<file path="config.mk">
export PLATFORM = sky130hd
export DESIGN_NAME = uart_echo_bridge
export DESIGN_NICKNAME = d
export VERILOG_FILES = /design/src/rtl/echo_pkg.sv /design/src/rtl/echo_line_buf.sv /design/src/rtl/uart_echo_bridge.sv
export SDC_FILE = /design/constraint.sdc
export NUM_CORES = 1
export LEC_CHECK = 0
export CAP_MARGIN = 20
export CORE_MARGIN = 2
export CORE_UTILIZATION = 41
export CTS_BUF_LIST = sky130_fd_sc_hd__clkbuf_16
export DETAILED_ROUTE_END_ITERATION = 7
export GPL_TIMING_DRIVEN = 0
export HOLD_SLACK_MARGIN = 0.03
export SYNTH_ARGS = -nofsm -noshare
export SYNTH_HDL_FRONTEND = slang
export SYNTH_SLANG_ARGS = --single-unit
</file>
<file path="constraint.sdc">
create_clock -name clk -period 5.86 [get_ports clk]
set_input_delay 1.172 -clock clk [delete_from_list [all_inputs] [get_ports clk]]
set_output_delay 1.172 -clock clk [all_outputs]
set_load 0.01 [all_outputs]
</file>
<file path="src/rtl/echo_pkg.sv">
// Shared types and ASCII constants for the UART echo bridge.
package echo_pkg;

    typedef enum logic [2:0] {
        IDLE,
        POP,
        CAP,
        SEND,
        DRAIN
    } state_t;

    localparam logic [7:0] CR = 8'h0D;
    localparam logic [7:0] LF = 8'h0A;
    localparam logic [7:0] BS = 8'h08;

    function automatic logic is_lower(input logic [7:0] b);
        return (b >= 8'h61) && (b <= 8'h7A);
    endfunction

endpackage

</file>
<file path="src/rtl/echo_line_buf.sv">
// Line buffer: DEPTH x DATA_W storage with fill count and drain read index.
module echo_line_buf #(
    parameter int DATA_W = 8,
    parameter int DEPTH  = 32,
    localparam int AW    = $clog2(DEPTH),
    localparam int CW    = AW + 1
) (
    input  logic              clk_i,
    input  logic              rst_i,
    input  logic              push_i,
    input  logic [DATA_W-1:0] data_i,
    input  logic              pop_last_i,
    input  logic              read_next_i,
    input  logic              clear_i,
    output logic [CW-1:0]     count_o,
    output logic              full_o,
    output logic              empty_o,
    output logic              empty_nxt_o,
    output logic              last_o,
    output logic [DATA_W-1:0] head_o
);

    logic [DATA_W-1:0] mem_q [DEPTH];
    logic [CW-1:0]     cnt_q, cnt_d;
    logic [AW-1:0]     rd_q, rd_d;

    always_comb begin
        cnt_d = cnt_q;
        rd_d  = rd_q;
        if (clear_i) begin
            cnt_d = '0;
            rd_d  = '0;
        end else begin
            if (push_i)
                cnt_d = cnt_q + CW'(1);
            else if (pop_last_i && (cnt_q != '0))
                cnt_d = cnt_q - CW'(1);
            if (read_next_i)
                rd_d = rd_q + AW'(1);
        end
    end

    always_ff @(posedge clk_i) begin
        if (rst_i) begin
            cnt_q <= '0;
            rd_q  <= '0;
        end else begin
            cnt_q <= cnt_d;
            rd_q  <= rd_d;
        end
    end

    // Lines always fill from index 0, so the write slot is the count itself.
    always_ff @(posedge clk_i) begin
        if (push_i)
            mem_q[cnt_q[AW-1:0]] <= data_i;
    end

    assign count_o     = cnt_q;
    assign full_o      = (cnt_q == CW'(DEPTH));
    assign empty_o     = (cnt_q == '0);
    assign empty_nxt_o = (cnt_d == '0);
    assign last_o      = ((CW'(rd_q) + CW'(1)) == cnt_q);
    assign head_o      = mem_q[rd_q];

endmodule

</file>
<file path="src/rtl/uart_echo_bridge.sv">
// UART echo bridge: passthrough or line-edited echo between RX FIFO and TX FIFO.
// Build option ECHO_UPCASE_EN: fold lowercase ASCII to uppercase at capture.
//   state | meaning
//   IDLE  | wait for RX data; latch mode when line buffer empty
//   POP   | rx_read strobe high
//   CAP   | capture rx_byte; edit/push line or head for SEND
//   SEND  | passthrough byte waiting for TX space
//   DRAIN | emit buffered line in order, honouring tx_full
module uart_echo_bridge
    import echo_pkg::*;
#(
    parameter int                DATA_W = 8,
    parameter int                DEPTH  = 32,
    parameter logic [DATA_W-1:0] TERM   = DATA_W'(CR),
    parameter logic [DATA_W-1:0] BKSP   = DATA_W'(BS)
) (
    input  logic              clk,
    input  logic              rst,
    input  logic              line_mode,
    input  logic              rx_ready,
    output logic              rx_read,
    input  logic [DATA_W-1:0] rx_byte,
    input  logic              tx_full,
    output logic              tx_start,
    output logic [DATA_W-1:0] tx_data,
    output logic              busy
);

    localparam int CW = $clog2(DEPTH) + 1;
    localparam logic [CW-1:0] ONE_SHORT = CW'(DEPTH - 1);

    state_t            state_q, state_d;
    logic              mode_q, mode_d;
    logic [DATA_W-1:0] cap_q, cap_d;
    logic              rx_read_q, rx_read_d;
    logic              tx_start_q, tx_start_d;
    logic [DATA_W-1:0] tx_data_q, tx_data_d;
    logic              busy_q, busy_d;
    logic [DATA_W-1:0] cap_byte;

    logic              buf_push, buf_pop_last, buf_read_next, buf_clear;
    logic [CW-1:0]     buf_count;
    logic              buf_full, buf_empty, buf_empty_nxt, buf_last;
    logic [DATA_W-1:0] buf_head;

`ifdef ECHO_UPCASE_EN
    always_comb begin
        cap_byte = rx_byte;
        if (is_lower(rx_byte[7:0]) && ((rx_byte >> 8) == '0))
            cap_byte[5] = 1'b0;
    end
`else
    assign cap_byte = rx_byte;
`endif

    echo_line_buf #(
        .DATA_W (DATA_W),
        .DEPTH  (DEPTH)
    ) u_line_buf (
        .clk_i       (clk),
        .rst_i       (rst),
        .push_i      (buf_push),
        .data_i      (cap_byte),
        .pop_last_i  (buf_pop_last),
        .read_next_i (buf_read_next),
        .clear_i     (buf_clear),
        .count_o     (buf_count),
        .full_o      (buf_full),
        .empty_o     (buf_empty),
        .empty_nxt_o (buf_empty_nxt),
        .last_o      (buf_last),
        .head_o      (buf_head)
    );

    always_comb begin
        state_d       = state_q;
        mode_d        = mode_q;
        cap_d         = cap_q;
        rx_read_d     = 1'b0;
        tx_start_d    = 1'b0;
        tx_data_d     = tx_data_q;
        buf_push      = 1'b0;
        buf_pop_last  = 1'b0;
        buf_read_next = 1'b0;
        buf_clear     = 1'b0;

        case (state_q)
            IDLE: begin
                if (buf_empty)
                    mode_d = line_mode;
                if (rx_ready) begin
                    state_d   = POP;
                    rx_read_d = 1'b1;
                end
            end
            POP: state_d = CAP;
            CAP: begin
                cap_d = cap_byte;
                if (!mode_q) begin
                    state_d = SEND;
                end else if (cap_byte == BKSP) begin
                    buf_pop_last = !buf_empty;
                    state_d      = IDLE;
                end else begin
                    buf_push = !buf_full;
                    // Reaching DEPTH forces a drain, so the buffer never overflows.
                    if ((cap_byte == TERM) || (buf_count == ONE_SHORT))
                        state_d = DRAIN;
                    else
                        state_d = IDLE;
                end
            end
            SEND: begin
                if (!tx_full) begin
                    tx_start_d = 1'b1;
                    tx_data_d  = cap_q;
                    state_d    = IDLE;
                end
            end
            DRAIN: begin
                if (!tx_full) begin
                    tx_start_d    = 1'b1;
                    tx_data_d     = buf_head;
                    buf_read_next = 1'b1;
                    if (buf_last) begin
                        buf_clear = 1'b1;
                        state_d   = IDLE;
                    end
                end
            end
            default: state_d = IDLE;
        endcase

        busy_d = (state_d != IDLE) || !buf_empty_nxt;
    end

    always_ff @(posedge clk) begin
        if (rst) begin
            state_q    <= IDLE;
            mode_q     <= 1'b0;
            cap_q      <= '0;
            rx_read_q  <= 1'b0;
            tx_start_q <= 1'b0;
            tx_data_q  <= '0;
            busy_q     <= 1'b0;
        end else begin
            state_q    <= state_d;
            mode_q     <= mode_d;
            cap_q      <= cap_d;
            rx_read_q  <= rx_read_d;
            tx_start_q <= tx_start_d;
            tx_data_q  <= tx_data_d;
            busy_q     <= busy_d;
        end
    end

    assign rx_read  = rx_read_q;
    assign tx_start = tx_start_q;
    assign tx_data  = tx_data_q;
    assign busy     = busy_q;

endmodule
</file>
==> impl_metrics.json <==
{
  "grt_max_degree": 39,
  "powerDensity_nw_per_um2": 304,
  "hold_depth": 2,
  "dp_hpwl_um": 17800,
  "ys_seq_elements": 295,
  "n_fill_cell": 2435,
  "drive_gt1_share_pct": 22.1,
  "pre_cts_ws_ns": 1.05,
  "synth_area_um2": 11800,
  "grt_pass1_wl_um": 39500,
  "io_buffer_count": 22,
  "io_pins": 24,
  "synth_edf_count": 256,
  "irDropWorstVdd_mv": 0.181,
  "cts_resized": 0,
  "syn_to_final_growth_pct": 14.8,
  "clk_latency_ns": 0.54,
  "die_x_um": 174,
  "reg2reg_to": "u_line_buf.mem_q[18][7]$_DFFE_PP_",
  "cts_tree": "built",
  "synthesis.nets": 645,
  "holdPathEnd": "tx_data[2]$_SDFFE_PP0P_",
  "path_max_fanout": 22,
  "arrival_ns": 4.48,
  "fin_ws_ns": 1.54,
  "coreArea_um2": 28500,
  "root_buffer": "clkbuf_16",
  "reg2reg_slack_ns": 2.72,
  "cts.sinks": 295,
  "rows": 62,
  "cellLeakagePower_nw": 4.12,
  "cts_post_setup_buffers_inserted": 0,
  "detail_route.vias_per_cell": 5.63,
  "design.die.area_um2": 30200,
  "multi_input_area_um2": 3210,
  "cp-startpoint": "rx_byte[5]",
  "ys_warn_count": 0,
  "grt_use_total_pct": 17.4,
  "finalCritPeriodShare_pct": 73.6,
  "seq_area_um2": 8470,
  "vias": 6138,
  "cts_buffer_depth": 3,
  "syn_area_per_cell_um2": 18.9,
  "required_ns": 6.02,
  "first_pass_iters": 5,
  "hold_viol": 0,
  "wl_per_cell_um": 23.8,
  "netlist.area_leader.share_pct": 65.1,
  "ys_seq_area_share_pct": 71.7,
  "wirelength_um": 26000,
  "hp-start": "cap_q[2]$_SDFFE_PP0N_",
  "rsz0062_at_grt": "false",
  "synth_ff_type": "edfxtp_1",
  "gp_congestion": 0.911,
  "drc_errors": 0,
  "finalSetupTns_ns": 0,
  "reg2reg_depth": 6,
  "diodes": 0,
  "ys_types": 50,
  "fin_skew_ns": 0.0124,
  "antenna_found_initial": 0,
  "async_flop_share_pct": 0,
  "fin_crit_ns": 4.32,
  "synth.largest_area_cell": "edfxtp_1",
  "die_h_um": 174,
  "slew_viol_final": 0,
  "fmax_mhz": 232,
  "drt_iter0_drc": 689,
  "power_w": 0.00412,
  "clk_pin_slew_worst_paths_ns": 0.06,
  "path_class": "primary input to flip-flop",
  "outcome": "completed",
  "start_util_pct": 41.3,
  "worst_pin_slew_ns": 0.915,
  "setup_viol_count_final": 0,
  "hp-class": "flip-flop to flip-flop",
  "numCtsBuffers": 30,
  "grt_pass1_vias": 6412,
  "start_kind": "primary input",
  "holdBufCountCts": 0,
  "globalRouteOverflowTotal": 0,
  "synthCells": 626,
  "slew_headroom_pct": 38.6,
  "drv_cap": 0,
  "nets": 705,
  "ant_nets": 0,
  "r2r_start": "state_q[0]$_SDFF_PP0_",
  "setup.worst_path.end_class": "flip-flop",
  "h-tree-depth": 1,
  "synth_area_leaders": "edfxtp_1 65%, mux4_2 15%, dfxtp_1 6.6%"
}
-- report_power, final --
part / switching, W / leakage [nW] / internal, W / total [W]
Sequential: 0.00000505 / 2.62 / 0.00229 / 0.00229
Combinational: 0.0000685 / 1.05 / 0.0000365 / 0.000105
Clock: 0.000767 / 0.454 / 0.000958 / 0.00172
Total: 0.000841 / 4.12 / 0.00328 / 0.00412
-- cell type report --
class | count | share of cell area, %
sequential | 295 | 62.5
timing repair buffer | 28 | 2.68
tap | 384 | 3.55
buffer | 28 | 0.868
clock buffer | 31 | 5.73
multi-input combinational | 299 | 23.7
clock inverter | 21 | 0.887
inverter | 4 | 0.111
-- logic make-up (layout without fill, tap and decap cells) --
family	Yosys count	count (layout)	synth area share (%)
muxes	98	98	16.8
xor gates and xnor gates	15	15	1.18
AOI/OAI and AO/OA	47	47	2.71
and+or+nand+nor	133	133	5.80
DFF	295	295	71.7
buffers and inverters	32	112	1.12
adders and majority gates	6	6	0.636
-- cell usage in the layout, fill, tap and decap left out, drive strengths merged, types with 3 or more instances in the layout --
cell and instances:
edfxtp 256, mux4 80, nor2 59, clkbuf 45, dfxtp 39, buf 22
clkdlybuf4s50 20, mux2i 17, o21ai 15, nor3 15, nand2 12, inv 11
clkinv 11, nand3 10, a22oi 9, xnor2 9, a21oi 8, xor2 6
ha 6, nor2b 5, nand3b 4, nand2b 4, or3b 3, or3 3
o22ai 3, clkinvlp 3
-- worst max path at each step --
stage | end | slack (ns) | cells after the start
6_report | u_line_buf.mem_q[18][7]$_DFFE_PP_ | 1.54 | 7
5_1_grt | u_line_buf.mem_q[18][4]$_DFFE_PP_ | 1.44 | 7
4_1_cts | u_line_buf.mem_q[18][7]$_DFFE_PP_ | 1.61 | 7
3_5_place_dp | u_line_buf.mem_q[18][1]$_DFFE_PP_ | 1.05 | 7
3_3_place_gp | u_line_buf.mem_q[17][7]$_DFFE_PP_ | 0.80 | 6
2_1_floorplan | busy$_SDFF_PP0_ | 2.88 | 7
-- layer usage --
metal  up-vias  global-route usage (%)  wire length [um]
li1       2663                       -                 -
met1      3244                    23.7             11200
met2       187                    29.2             12700
met3        44                    3.25              1460
met4         0                    4.41               592
met5         -                       0                 0
-- sequential cells by signal, summed over array words and instances, names as in the netlist, named ones only --
register,count
busy,1
cap_q,8
mode_q,1
rx_read,1
state_q,3
tx_data,8
tx_start,1
u_line_buf.count_o,6
u_line_buf.mem_q,256
u_line_buf.rd_q,5
-- per-stage QoR --
step	utilization, %	cell area (um^2)	instances	hold WS (ns)
after global routing	47.5	13500	1090	0.520
after detailed placement	44.3	12700	1038	0.472
after floorplan	-	11800	626	0.447
final	47.5	13500	1090	0.493
after CTS	47.5	13500	1090	0.492
after global placement	43.8	12500	1032	0.468
-- synth_stat cells, drive strengths merged (2+ instances only) --
library cell / number
a2111oi: 2
a211oi: 2
a21o: 2
a21oi: 8
a22oi: 9
a32oi: 2
and2: 2
and3: 2
and4: 2
buf: 14
clkbuf: 14
dfxtp: 39
edfxtp: 256
ha: 6
inv: 4
mux2i: 17
mux4: 80
nand2: 12
nand2b: 4
nand3: 10
nand3b: 4
nand4: 2
nor2: 59
nor2b: 5
nor3: 15
nor4: 2
nor4b: 2
o21ai: 15
o22ai: 3
or3: 3
or3b: 3
or4: 2
xnor2: 9
xor2: 6
-- worst max-delay path, stage by stage --
cell,delay (ns)
clkdlybuf4s50_1,1.02
buf_8,0.26
nor4_1,0.08
a21oi_1,0.38
and2_1,0.30
nand2_1,0.40
nor2_1,0.84
Note: power is estimated with default switching activity, not from simulation.
